==> config.mk <==
export PLATFORM = sky130hd
export DESIGN_NAME = darkarb_flat
export DESIGN_NICKNAME = d
export VERILOG_FILES = /design/src/rtl/darkarb_pkg.sv /design/src/rtl/darkbus.sv /design/src/rtl/darkarb_pick.sv /design/src/rtl/darkarb.sv /design/src/flat_wrapper.sv
export SDC_FILE = /design/constraint.sdc
export NUM_CORES = 1
export LEC_CHECK = 0
export BUFFER_PORTS_ARGS = -buffer_cell sky130_fd_sc_hd__buf_2
export CORE_AREA = 3 3 77 79
export CTS_BUF_LIST = sky130_fd_sc_hd__clkbuf_16
export CTS_CLUSTER_DIAMETER = 80
export DETAILED_ROUTE_END_ITERATION = 12
export DIE_AREA = 0 0 80 82
export GPL_ROUTABILITY_DRIVEN = 1
export PLACE_DENSITY_LB_ADDON = 0.05
export SYNTH_ARGS = -nofsm -noshare
export SYNTH_HDL_FRONTEND = slang
export SYNTH_HIERARCHICAL = 1
export SYNTH_SLANG_ARGS = --single-unit
==> constraint.sdc <==
create_clock -name XCLK -period 2 [get_ports XCLK]
set_input_delay 0.4 -clock XCLK [delete_from_list [all_inputs] [get_ports XCLK]]
set_output_delay 0.4 -clock XCLK [all_outputs]
set_load 0.005 [all_outputs]
==> src/rtl/darkarb_pkg.sv <==
// Shared types and constants for the darkarb two-requester ROM arbiter.
package darkarb_pkg;

  typedef enum logic {
    ARB_IDLE = 1'b0,
    ARB_BUSY = 1'b1
  } arb_state_t;

  typedef logic [0:0] req_idx_t;

  localparam req_idx_t    REQ_M0 = 1'b0;
  localparam req_idx_t    REQ_M1 = 1'b1;
  localparam logic [31:0] NOP    = 32'h0000_0013;

endpackage

==> src/rtl/darkbus.sv <==
// Simple request/response read bus: prod issues addr/en, cons returns data/valid.
interface darkbus;
  logic [31:0] addr;
  logic [31:0] data;
  logic        en;
  logic        valid;

  modport prod (output addr, output en, input data, input valid);
  modport cons (input addr, input en, output data, output valid);
endinterface

==> src/rtl/darkarb_pick.sv <==
// Grant selection for darkarb: winner, last-granted index and, with DARKARB_RR_EN,
// the round-robin pointer and burst limiter; otherwise fixed priority to M0.
module darkarb_pick
  import darkarb_pkg::*;
#(
  parameter int unsigned MAX_BURST = 4
) (
  input  logic     xclk,
  input  logic     xres,
  input  logic     en0,
  input  logic     en1,
  output logic     gnt_v,
  output req_idx_t gnt_idx,
  output req_idx_t last_idx
);

  assign gnt_v = (en0 | en1) & ~xres;

  always_ff @(posedge xclk) begin
    if (xres)
      last_idx <= REQ_M0;
    else if (gnt_v)
      last_idx <= gnt_idx;
  end

`ifdef DARKARB_RR_EN
  localparam logic [3:0] BURST_LIM = 4'(MAX_BURST);

  req_idx_t   ptr;
  logic [3:0] burst;
  logic       both;

  assign both = en0 & en1;

  // A requester at its burst limit yields to a waiting peer before the pointer is consulted.
  always_comb begin
    gnt_idx = ptr;
    if (!both)
      gnt_idx = en0 ? REQ_M0 : REQ_M1;
    else if (burst >= BURST_LIM)
      gnt_idx = ~last_idx;
  end

  always_ff @(posedge xclk) begin
    if (xres) begin
      ptr   <= REQ_M0;
      burst <= 4'd0;
    end else if (gnt_v) begin
      if (gnt_idx != last_idx)
        burst <= 4'd1;
      else if (burst < BURST_LIM)
        burst <= burst + 4'd1;
      if (both)
        ptr <= ~gnt_idx;
    end
  end
`else
  assign gnt_idx = en0 ? REQ_M0 : REQ_M1;
`endif

endmodule

==> src/rtl/darkarb.sv <==
// Arbitrates instruction-fetch (M0) and data-read (M1) requesters onto one ROM port.
// Round-robin with burst limit when DARKARB_RR_EN is defined, fixed M0 priority otherwise.
//
// state    | meaning
// ARB_IDLE | no grant last cycle, no response pending
// ARB_BUSY | granted last cycle, ROM response due this cycle
module darkarb
  import darkarb_pkg::*;
#(
  parameter int unsigned MAX_BURST = 4
) (
  input logic  XCLK,
  input logic  XRES,
  darkbus.cons M0,
  darkbus.cons M1,
  darkbus.prod S
);

  logic       gnt_v;
  req_idx_t   gnt_idx;
  req_idx_t   resp_sel;
  arb_state_t state;
  logic       resp_p;
  logic       hit0;
  logic       hit1;

  darkarb_pick #(.MAX_BURST(MAX_BURST)) u_pick (
    .xclk     (XCLK),
    .xres     (XRES),
    .en0      (M0.en),
    .en1      (M1.en),
    .gnt_v    (gnt_v),
    .gnt_idx  (gnt_idx),
    .last_idx (resp_sel)
  );

  assign S.en   = gnt_v;
  assign S.addr = !gnt_v ? 32'h0 : ((gnt_idx == REQ_M1) ? M1.addr : M0.addr);

  always_ff @(posedge XCLK) begin
    if (XRES) begin
      state <= ARB_IDLE;
    end else begin
      case (state)
        ARB_IDLE: if (gnt_v)  state <= ARB_BUSY;
        ARB_BUSY: if (!gnt_v) state <= ARB_IDLE;
      endcase
    end
  end

  // Gating with XRES drops a response that was in flight when reset arrived.
  assign resp_p = (state == ARB_BUSY) & ~XRES;
  assign hit0   = resp_p & (resp_sel == REQ_M0);
  assign hit1   = resp_p & (resp_sel == REQ_M1);

  assign M0.valid = hit0 & S.valid;
  assign M0.data  = hit0 ? S.data : NOP;
  assign M1.valid = hit1 & S.valid;
  assign M1.data  = hit1 ? S.data : NOP;

endmodule
==> src/flat_wrapper.sv <==
// flat-port wrapper written by rule: the top's interface ports become plain ports
module darkarb_flat import darkarb_pkg::*;
#(
  parameter int unsigned MAX_BURST = 4
)
  (XCLK, XRES, M0_addr, M0_en, M0_data, M0_valid, M1_addr, M1_en, M1_data, M1_valid, S_addr, S_en, S_data, S_valid);
  darkbus M0_i ();
  darkbus M1_i ();
  darkbus S_i ();
  input logic XCLK;
  input logic XRES;
  input wire logic [$bits(M0_i.addr)-1:0] M0_addr;
  input wire logic [$bits(M0_i.en)-1:0] M0_en;
  output wire logic [$bits(M0_i.data)-1:0] M0_data;
  output wire logic [$bits(M0_i.valid)-1:0] M0_valid;
  input wire logic [$bits(M1_i.addr)-1:0] M1_addr;
  input wire logic [$bits(M1_i.en)-1:0] M1_en;
  output wire logic [$bits(M1_i.data)-1:0] M1_data;
  output wire logic [$bits(M1_i.valid)-1:0] M1_valid;
  output wire logic [$bits(S_i.addr)-1:0] S_addr;
  output wire logic [$bits(S_i.en)-1:0] S_en;
  input wire logic [$bits(S_i.data)-1:0] S_data;
  input wire logic [$bits(S_i.valid)-1:0] S_valid;
  assign M0_i.addr = M0_addr;
  assign M0_i.en = M0_en;
  assign M0_data = M0_i.data;
  assign M0_valid = M0_i.valid;
  assign M1_i.addr = M1_addr;
  assign M1_i.en = M1_en;
  assign M1_data = M1_i.data;
  assign M1_valid = M1_i.valid;
  assign S_addr = S_i.addr;
  assign S_en = S_i.en;
  assign S_i.data = S_data;
  assign S_i.valid = S_valid;
  darkarb #(.MAX_BURST(MAX_BURST)) u_core (.XCLK(XCLK), .XRES(XRES), .M0(M0_i), .M1(M1_i), .S(S_i));
endmodule
-- Yosys cells after proc, flatten, opt, wreduce, memory -nomap -nowiden
Index checks and enable logic that the tools add are counted.
- mux-type cells: 6
- bitwise gates (word level): 9
- operators by type and width (kind ; count):
    2-to-1 mux 32 bit ; 4
    bitwise AND 1 bit ; 6
    2-to-1 mux 1 bit ; 2
    inverter 1 bit ; 2
    bitwise OR 1 bit ; 1
- flip-flop bits (word level): 2
- bits of input ports: 101
- output and inout port bits: 99
- word-level logic and storage cells: 17

-- Longest topological paths before layout
Gate-level depths: netlist of run 1.
- depth after elaboration: 4
- mapped depth: 5
- depth with buffers taken out: 3

-- Hierarchy
Netlist of run 1, hierarchy kept.
- modules (own cells, without submodules) (module ; times used ; cells each ; area an instance (µm²) ; seq. area each (µm²)):
    darkarb ; 1 ; 147 ; 1167.4 ; 20.0
    darkarb_pick ; 1 ; 6 ; 45.0 ; 20.0

-- Worst setup path before layout of run 1
OpenSTA, ideal clock, no wires.
- path kind: in2out
- start: in M1_en
- end: out S_addr[10]
- arrival: 1.072 ns
- required time: 1.600 ns
- slack: 0.528 ns
- cell stages on the path: 4
- cells stage by stage: nor2_1 -> nor2_1 -> clkbuf_1 -> nor2b_1
- word-level cells in the longest chain between the ends: 3
- ends and longest elaborated chain (what ; RTL line ; source):
    start: declaration ; flat_wrapper.sv:17 ; input wire logic [$bits(M1_i.en)-1:0] M1_en;
    bitwise OR 1 bit ; darkarb_pick.sv:17 ; assign gnt_v = (en0 | en1) & ~xres;
    bitwise AND 1 bit ; darkarb_pick.sv:17 ;
    via S_en ; flat_wrapper.sv:21 ; output wire logic [$bits(S_i.en)-1:0] S_en;
    2-to-1 mux 32 bit ; darkarb.sv:38 ; assign S.addr = !gnt_v ? 32'h0 : ((gnt_idx == REQ_M1) ? M1.addr : M0.addr);
    end: declaration ; flat_wrapper.sv:20 ; output wire logic [$bits(S_i.addr)-1:0] S_addr;
The timed path passes the listed nets, and every way through them passes these cells.

-- Worst setup path after layout of run 1
- start: reg u_core.u_pick.last_idx
- end: out M1_data[14]
- word-level cells in the longest chain between the ends: 2
- ends and longest elaborated chain (what ; RTL line ; source):
    start: declaration ; darkarb_pick.sv:14 ; output req_idx_t last_idx
    start signal: assignment ; darkarb_pick.sv:23 ; last_idx <= gnt_idx;
    bitwise AND 1 bit ; darkarb.sv:54 ; assign hit1 = resp_p & (resp_sel == REQ_M1);
    2-to-1 mux 32 bit ; darkarb.sv:59 ; assign M1.data = hit1 ? S.data : NOP;
    end: declaration ; flat_wrapper.sv:18 ; output wire logic [$bits(M1_i.data)-1:0] M1_data;
No other way between the ends.

==> out/metrics.csv, run 1 <==
metric,value,unit
cts_made_buffers,3,
clockBufferDepth,2,
die-width,80,um
fin_crit,1.79,ns
syn_area,1210,um^2
diodes,0,
fp.dieArea,6560,um^2
setup_viol_count_final,0,
critical_path_arrival,1.39,ns
core_area,5410,um^2
io_buffers,199,
grt_pass1_vias,1428,
dp_hpwl,4.19,mm
first_pass_iters,4,
rrSetupSlack,1.38,ns
avgRoutedWirePerCell,11.5,um
tritoncts,yes,
syn_inst,153,
postRouteAntennaNets,0,
pwr-share-clk,45.7,%
design_area,2360,um^2
cts_setup_buffers,0,
place_area,2280,um^2
area_growth,94.6,%
required,1.60,ns
clk-insertion-delay-late,0.22,ns
p_leak,1.52,nW
internal_power,0.479,mW
ir_drop,0.273,mV
reg2reg_from,u_core/u_pick/last_idx$_SDFFE_PP0P_,
timing.max_cap.violations,0,
run_status,finished clean,
rsz0062_at_grt,false,
power_frac_comb,47.5,%
grt_usage,12.6,%
start_util,22.4,%
numClockSinks,2,
synth.avg_cell_area,7.92,um^2
critical_path_class,reg2out,
row_count,27,
utilization,43.7,%
initialDrtViolationCount,19,
cts_hold_buf,0,
finalHoldViolCount,0,
vias,1680,
cts_resized,0,
gp_congestion,0.800,
worstHoldPathCells,2,
startpoint,u_core/u_pick/last_idx$_SDFFE_PP0P_,
crit_chain,and3b_2 > buf_4 > and2_4 > buf_2,
worstPathMaxFanout,11,
fmax,557,MHz
tightest_slew,0.211,ns
endpoint,M1_data[14],
setup_tns,0,ns
routed_via_density,3.98,
wl,4.85,mm
antenna_found_initial,0,
skew,0,ns
slew_violations,0,
power.density,274,nW/um^2
cpPeakStageDelay,0.38,ns
final_net_count,453,
min_period_over_period,89.7,%
grt.overflow.total,0,
clk_pin_slew,0.03,ns
cp_slowest_cell,dfxtp_1,
crit_path_end_kind,output pin,
hold_class,in2reg,
power.switching,0.167,mW
grt_max_degree,34,
relSlewSlack,85.9,%
grt_pass1_wl,6.69,mm
cts-root-buf,clkbuf_16,
yosysWarnings,6,
die_height,82,um
synth_cell_types,17,
pin_count,200,
start_kind,flip-flop,
p_sw_share,25.8,%
reg2reg_to,u_core/u_pick/last_idx$_SDFFE_PP0P_,
drc_errors,0,
drive_gt1_share,69.4,%
rr_worst_depth,2,
syn-num-nets,254,
cts_htree_levels,1,
ys_ff_latch,2,
p_seq_share,6.8,%
ys_seq_area_share,3.30,%
synth_stat cells:
cell type	instances	area, um^2
or2b_1	3	22.5
nor3_2	1	10.0
dfxtp_1	2	40.0
buf_6	6	67.6
buf_2	1	5.00
and2_1	30	188
nor3b_4	1	18.8
and3b_2	1	10.0
and2b_1	1	7.51
inv_1	1	3.75
clkbuf_2	3	15.0
nand2b_1	3	18.8
and2_4	30	263
nor2_1	3	11.3
mux2i_1	32	320
clkbuf_1	3	11.3
nor2b_1	32	200
how the worst min path moves through the flow:
| stage | startpoint | end | slack [ns] |
|---|---|---|---|
| after floorplan | M0_en | u_core/u_pick/last_idx$_SDFFE_PP0P_ | 0.47 |
| after global placement | u_core/u_pick/last_idx$_SDFFE_PP0P_ | u_core/u_pick/last_idx$_SDFFE_PP0P_ | 0.55 |
| after detailed placement | u_core/u_pick/last_idx$_SDFFE_PP0P_ | u_core/u_pick/last_idx$_SDFFE_PP0P_ | 0.56 |
| after CTS | M0_en | u_core/u_pick/last_idx$_SDFFE_PP0P_ | 0.39 |
| after global routing | M0_en | u_core/u_pick/last_idx$_SDFFE_PP0P_ | 0.39 |
| final | M0_en | u_core/u_pick/last_idx$_SDFFE_PP0P_ | 0.39 |
flip-flops by register name, summed over array words and instances (netlist names):
name	count
u_core/state	1
u_core/u_pick/last_idx	1
worst max-delay path: cells and delay by family, from the launching register on:
| family | cells | cell delay (ns) |
|---|---|---|
| and+or+nand+nor | 2 | 0.48 |
| DFF | 1 | 0.38 |
| buffers and inverters | 2 | 0.31 |
kinds of logic (layout without fill, tap and decap cells):
family	after synthesis	count (layout)	share of synthesized area, %
DFF	2	2	3.30
and+or+nand+nor	105	105	61.8
buffers and inverters	14	211	8.46
muxes	32	32	26.4
layout by cell type (no fill, tap or decap):
cell       synthesis  routed
nand2b_1           3       3
nor3_2             1       1
and2b_1            1       1
nor3b_4            1       1
or2b_1             3       3
dfxtp_1            2       2
clkbuf_16          0       3
and2_4            30      30
buf_2              1     199
inv_1              1       1
and2_1            30      30
mux2i_1           32      32
nor2_1             3       3
and3b_2            1       1
buf_12             0       2
nor2b_1           32      32
buf_4              0       6
cell type report:
class | count | area (um^2)
sequential | 2 | 40.0
clock buffer | 3 | 75.1
timing repair buffer | 207 | 1080
multi-input combinational | 137 | 1070
fill | 575 | 3050
tap | 72 | 90.1
inverter | 1 | 3.75
stage by stage:
stage / worst slack, ns / hold WS, ns / instances / total power, mW
finish: 0.206 / 0.393 / 422 / 0.646
detailed placement: 0.209 / 0.557 / 419 / 0.355
CTS: 0.179 / 0.388 / 422 / 0.657
floorplan: 0.528 / 0.469 / 153 / 0.179
global placement: 0.228 / 0.552 / 419 / 0.353
global route: 0.104 / 0.394 / 422 / 0.694
layer usage:
layer  global-route usage [%]  routed length (um)  vias up
met1                     13.1                1610      698
li1                         -                   -      879
met2                     24.5                2560      103
met3                     4.93                 680        0
met4                     1.52                   0        0
met5                        0                   0        -
power groups by stage:
stage	sequential, mW	combinational, mW	clock (mW)
6_report	0.0440	0.307	0.295
4_1_cts	0.0439	0.312	0.302
3_5_place_dp	0.0444	0.310	0
5_1_grt	0.0442	0.342	0.308
3_3_place_gp	0.0444	0.309	0
2_1_floorplan	0.0441	0.135	0
No activity file was read; power rests on OpenSTA's default activity.
==> run 2: changes to the inputs <==
--- a/config.mk
+++ b/config.mk
@@ -7,7 +7,6 @@
 export LEC_CHECK = 0
 export BUFFER_PORTS_ARGS = -buffer_cell sky130_fd_sc_hd__buf_2
 export CORE_AREA = 3 3 77 79
-export CTS_BUF_LIST = sky130_fd_sc_hd__clkbuf_16
 export CTS_CLUSTER_DIAMETER = 80
 export DETAILED_ROUTE_END_ITERATION = 12
 export DIE_AREA = 0 0 80 82
==> run 2 against run 1 <==
Against the previous run: register-to-register slack barely moved; first-iteration DRC count increased by 42%; critical path depth stayed put; via count about the same; power decreased by 22%; sequential cell count stayed put; die area unchanged; cell area shrank 1.4%; highest routed layer unchanged.
==> out/metrics.csv, run 2 (synthesis results as in run 1) <==
metric,value,unit
run_status,finished clean,
p_sw_share,30.3,%
first_pass_iters,4,
diodes,0,
cts_htree_levels,1,
fmax,562,MHz
start_kind,flip-flop,
cts_hold_buf,0,
ir_drop,0.182,mV
dp_slack,0.209,ns
critical_path_arrival,1.38,ns
utilization,43.0,%
hold_ws,0.403,ns
min_period_over_period,88.9,%
wl,4.84,mm
final_common_cell,buf_2,
postRouteAntennaNets,0,
dpl.cell_count,419,
worst_slack,0.221,ns
grt.overflow.total,0,
numClockSinks,2,
clk_pin_slew,0.02,ns
slew_violations,0,
wl_met1,1.59,mm
top_layer,met3,
grt_pass1_wl,6.69,mm
dp_hpwl,4.19,mm
multi_input_area,1070,um^2
grt_usage,12.6,%
rsz0062_at_grt,false,
antenna_found_initial,0,
internal_power,0.352,mW
io_buffers,199,
cts_resized,0,
die-width,80,um
skew,0,ns
register_area,40.0,um^2
p_seq_share,8.7,%
gp_congestion,0.800,
vias,1681,
critical_path_class,reg2out,
final_net_count,453,
cts_made_buffers,3,
tritoncts,yes,
area_growth,91.8,%
initialDrtViolationCount,27,
setup_tns,0,ns
tightest_slew,0.211,ns
pin_count,200,
p_leak,1.51,nW
most-common-layout-cells,"buf_2 (199), mux2i_1 (32), nor2b_1 (32)",
wl_met3,690,um
drc_errors,0,
top_regs,"u_core/state (1), u_core/u_pick/last_idx (1)",
die_height,82,um
final_cells,422,
avgRoutedWirePerCell,11.5,um
clockBufferDepth,2,
grt_pass1_vias,1427,
clk-insertion-delay-late,0.21,ns
power_frac_comb,60.7,%
power.density,217,nW/um^2
fin_crit,1.78,ns
row_count,27,
timing.max_cap.violations,0,
cts_setup_buffers,0,
power.switching,0.153,mW
relSlewSlack,85.9,%
routed_via_density,3.98,
grt_max_degree,34,
cts-root-buf,clkbuf_8,
start_util,22.4,%
crit_path_end_kind,output pin,
required,1.60,ns
core_area,5410,um^2
route.met2.wl,2.55,mm
hold_class,in2reg,
worstPathMaxFanout,11,
drive_gt1_share,69.4,%
fillCellCount,579,
setup_viol_count_final,0,
pwr-share-clk,30.6,%
finalHoldViolCount,0,
fp.dieArea,6560,um^2
run 2: per-stage QoR:
step | area, um^2 | power (mW)
after CTS | 2330 | 0.516
after global routing | 2330 | 0.554
final | 2330 | 0.505
after detailed placement | 2280 | 0.355
after global placement | 2280 | 0.353
after floorplan | 1210 | 0.179
run 2: area by class of cell:
class	instances	area share, %
well taps	72	3.87
multi-input cells	137	46.0
inverters	1	0.161
clock buffers	3	1.78
flip-flops and latches	2	1.72
repair buffers	207	46.5
run 2: critical path, stage by stage (launching register included):
cell and delay [ns]:
dfxtp_1 0.38, and3b_2 0.34, buf_4 0.21, and2_4 0.14, buf_2 0.10
run 2: final timing paths:
path | start | end | slack (ns) | cells past startpoint
max | u_core/u_pick/last_idx$_SDFFE_PP0P_ | M1_data[14] | 0.22 | 4
max reg2reg | u_core/u_pick/last_idx$_SDFFE_PP0P_ | u_core/u_pick/last_idx$_SDFFE_PP0P_ | 1.38 | 2
min | M0_en | u_core/u_pick/last_idx$_SDFFE_PP0P_ | 0.40 | 2
min reg2reg | u_core/u_pick/last_idx$_SDFFE_PP0P_ | u_core/u_pick/last_idx$_SDFFE_PP0P_ | 0.56 | 2
run 2: power groups by stage:
stage	logic (mW)	clock network [mW]	registers, mW
3_5_place_dp	0.310	0	0.0444
5_1_grt	0.342	0.168	0.0442
3_3_place_gp	0.309	0	0.0444
2_1_floorplan	0.135	0	0.0441
4_1_cts	0.312	0.160	0.0439
6_report	0.307	0.155	0.0439
run 2: layer usage:
layer / vias to the layer above / GRT usage (%)
li1: 880 / -
met1: 695 / 13.0
met2: 106 / 24.5
met3: 0 / 4.93
met4: 0 / 1.52
met5: - / 0
==> run 3: changes to the inputs <==
--- a/config.mk
+++ b/config.mk
@@ -7,11 +7,13 @@
 export LEC_CHECK = 0
 export BUFFER_PORTS_ARGS = -buffer_cell sky130_fd_sc_hd__buf_2
 export CORE_AREA = 3 3 77 79
+export CTS_BUF_LIST = sky130_fd_sc_hd__clkbuf_16
 export CTS_CLUSTER_DIAMETER = 80
 export DETAILED_ROUTE_END_ITERATION = 12
 export DIE_AREA = 0 0 80 82
 export GPL_ROUTABILITY_DRIVEN = 1
-export PLACE_DENSITY_LB_ADDON = 0.05
+export PLACE_DENSITY = 0.67
+export SETUP_SLACK_MARGIN = 0.05
 export SYNTH_ARGS = -nofsm -noshare
 export SYNTH_HDL_FRONTEND = slang
 export SYNTH_HIERARCHICAL = 1
==> run 3 against run 2 <==
Against the previous run: clock-buffer cell count unchanged; fmax up 1.0%; sequential cell count is the same; worst hold slack worse by 0.0064 ns; setup slack improved by 0.018 ns; clock skew stayed put; non-clock buffer count fell by 3; register-to-register slack is essentially flat; largest power group unchanged.
==> out/metrics.csv, run 3 (synthesis results as in run 1) <==
metric,value,unit
run_status,finished clean,
fmax,568,MHz
initialDrtViolationCount,21,
grt_pass1_wl,6.88,mm
die_height,82,um
cp_top_family,simple AND/OR/NAND/NOR gates,
finalHoldViolCount,0,
power,0.653,mW
final_common_cell,buf_2,
start_kind,flip-flop,
power.density,276,nW/um^2
cts_resized,0,
antenna_found_initial,0,
tritoncts,yes,
critical_path_class,reg2out,
setup_viol_count_final,0,
startpoint,u_core/u_pick/last_idx$_SDFFE_PP0P_,
min_period_over_period,88.0,%
most-common-layout-cells,"buf_2 (199), mux2i_1 (32), nor2b_1 (32)",
dp_hpwl,4.29,mm
die-width,80,um
fillCellCount,554,
top_regs,"u_core/state (1), u_core/u_pick/last_idx (1)",
avgRoutedWirePerCell,11.6,um
cp_slowest_cell,dfxtp_1,
critical_path_arrival,1.36,ns
clk-insertion-delay-late,0.22,ns
wl,4.85,mm
clk_pin_slew,0.03,ns
register_area,40.0,um^2
clockBufferDepth,2,
numClockSinks,2,
fp.dieArea,6560,um^2
crit_chain,and3b_2 > buf_12 > and2_4 > buf_2,
crit_path_end_kind,output pin,
hold_start,M0_en,
cts_setup_buffers,0,
path_buf_inv,2,
grt_pass1_vias,1560,
worstPathMaxFanout,19,
cts_hold_buf,0,
row_count,27,
dpl.cell_count,416,
dp_slack,0.269,ns
slew_violations,0,
area_growth,94.8,%
cts_made_buffers,3,
drive_gt1_share,69.2,%
cts-root-buf,clkbuf_16,
final_cells,419,
multi_input_area,1070,um^2
final_net_count,450,
pin_count,200,
ir_drop,0.146,mV
diodes,0,
first_pass_iters,4,
p_leak,1.51,nW
io_buffers,199,
reg2reg_from,u_core/u_pick/last_idx$_SDFFE_PP0P_,
core_area,5410,um^2
timing.max_cap.violations,0,
setup_tns,0,ns
routed_via_density,4.06,
place_area,2290,um^2
tightest_slew,0.267,ns
skew,0,ns
drc_errors,0,
cts_htree_levels,1,
relSlewSlack,82.1,%
start_util,22.4,%
required,1.60,ns
worst_slack,0.239,ns
grt_usage,12.9,%
postRouteAntennaNets,0,
rsz0062_at_grt,false,
cpPeakStageDelay,0.37,ns
gp_congestion,0.748,
design_area,2360,um^2
vias,1703,
grt.overflow.total,0,
fin_crit,1.76,ns
hold_class,in2reg,
grt_max_degree,34,
==> run 3: cell count changes in the layout (fill, tap and decap cells not counted), sizes merged <==
cell / change
inv: -1
clkinv: +1
buf: -3
==> run 3: through the flow <==
stage                     hold slack (ns)  utilization, %
after detailed placement            0.556            42.3
final                               0.397            43.7
after global routing                0.406            43.7
after floorplan                     0.469               -
after global placement              0.546            42.3
after CTS                           0.397            43.7
==> run 3: area by class of cell <==
class | count | area share (%)
repair buffers | 204 | 45.9
multi-input cells | 137 | 45.3
well taps | 72 | 3.81
clock buffers | 3 | 3.18
flip-flops and latches | 2 | 1.69
inverters | 1 | 0.159
==> run 3: worst paths after layout <==
kind,endpoint,slack [ns],depth (start not counted)
worst min-delay path,u_core/u_pick/last_idx$_SDFFE_PP0P_,0.40,2
worst max-delay path,M1_data[29],0.24,4
worst max register to register,u_core/u_pick/last_idx$_SDFFE_PP0P_,1.38,2
worst min register to register,u_core/u_pick/last_idx$_SDFFE_PP0P_,0.57,2
==> run 3: routing by layer <==
metal / share of wire, % / vias up / routed length [um] / global-route usage, %
met3: 11 / 0 / 554 / 2.63
met5: 0 / - / 0 / 0
met4: 0 / 0 / 0 / 1.86
li1: - / 871 / - / -
met1: 35 / 716 / 1720 / 13.3
met2: 53 / 116 / 2580 / 26.8
==> run 3: power breakdown <==
part	switching (mW)	internal [mW]
Sequential	0.00151	0.0423
Combinational	0.126	0.184
Clock	0.0452	0.254
Total	0.173	0.480
==> run 3: worst register-to-register path, delay by kind of cell (launching register included) <==
| family | cells | cell delay (ns) |
|---|---|---|
| simple gates | 2 | 0.19 |
| flops | 1 | 0.33 |
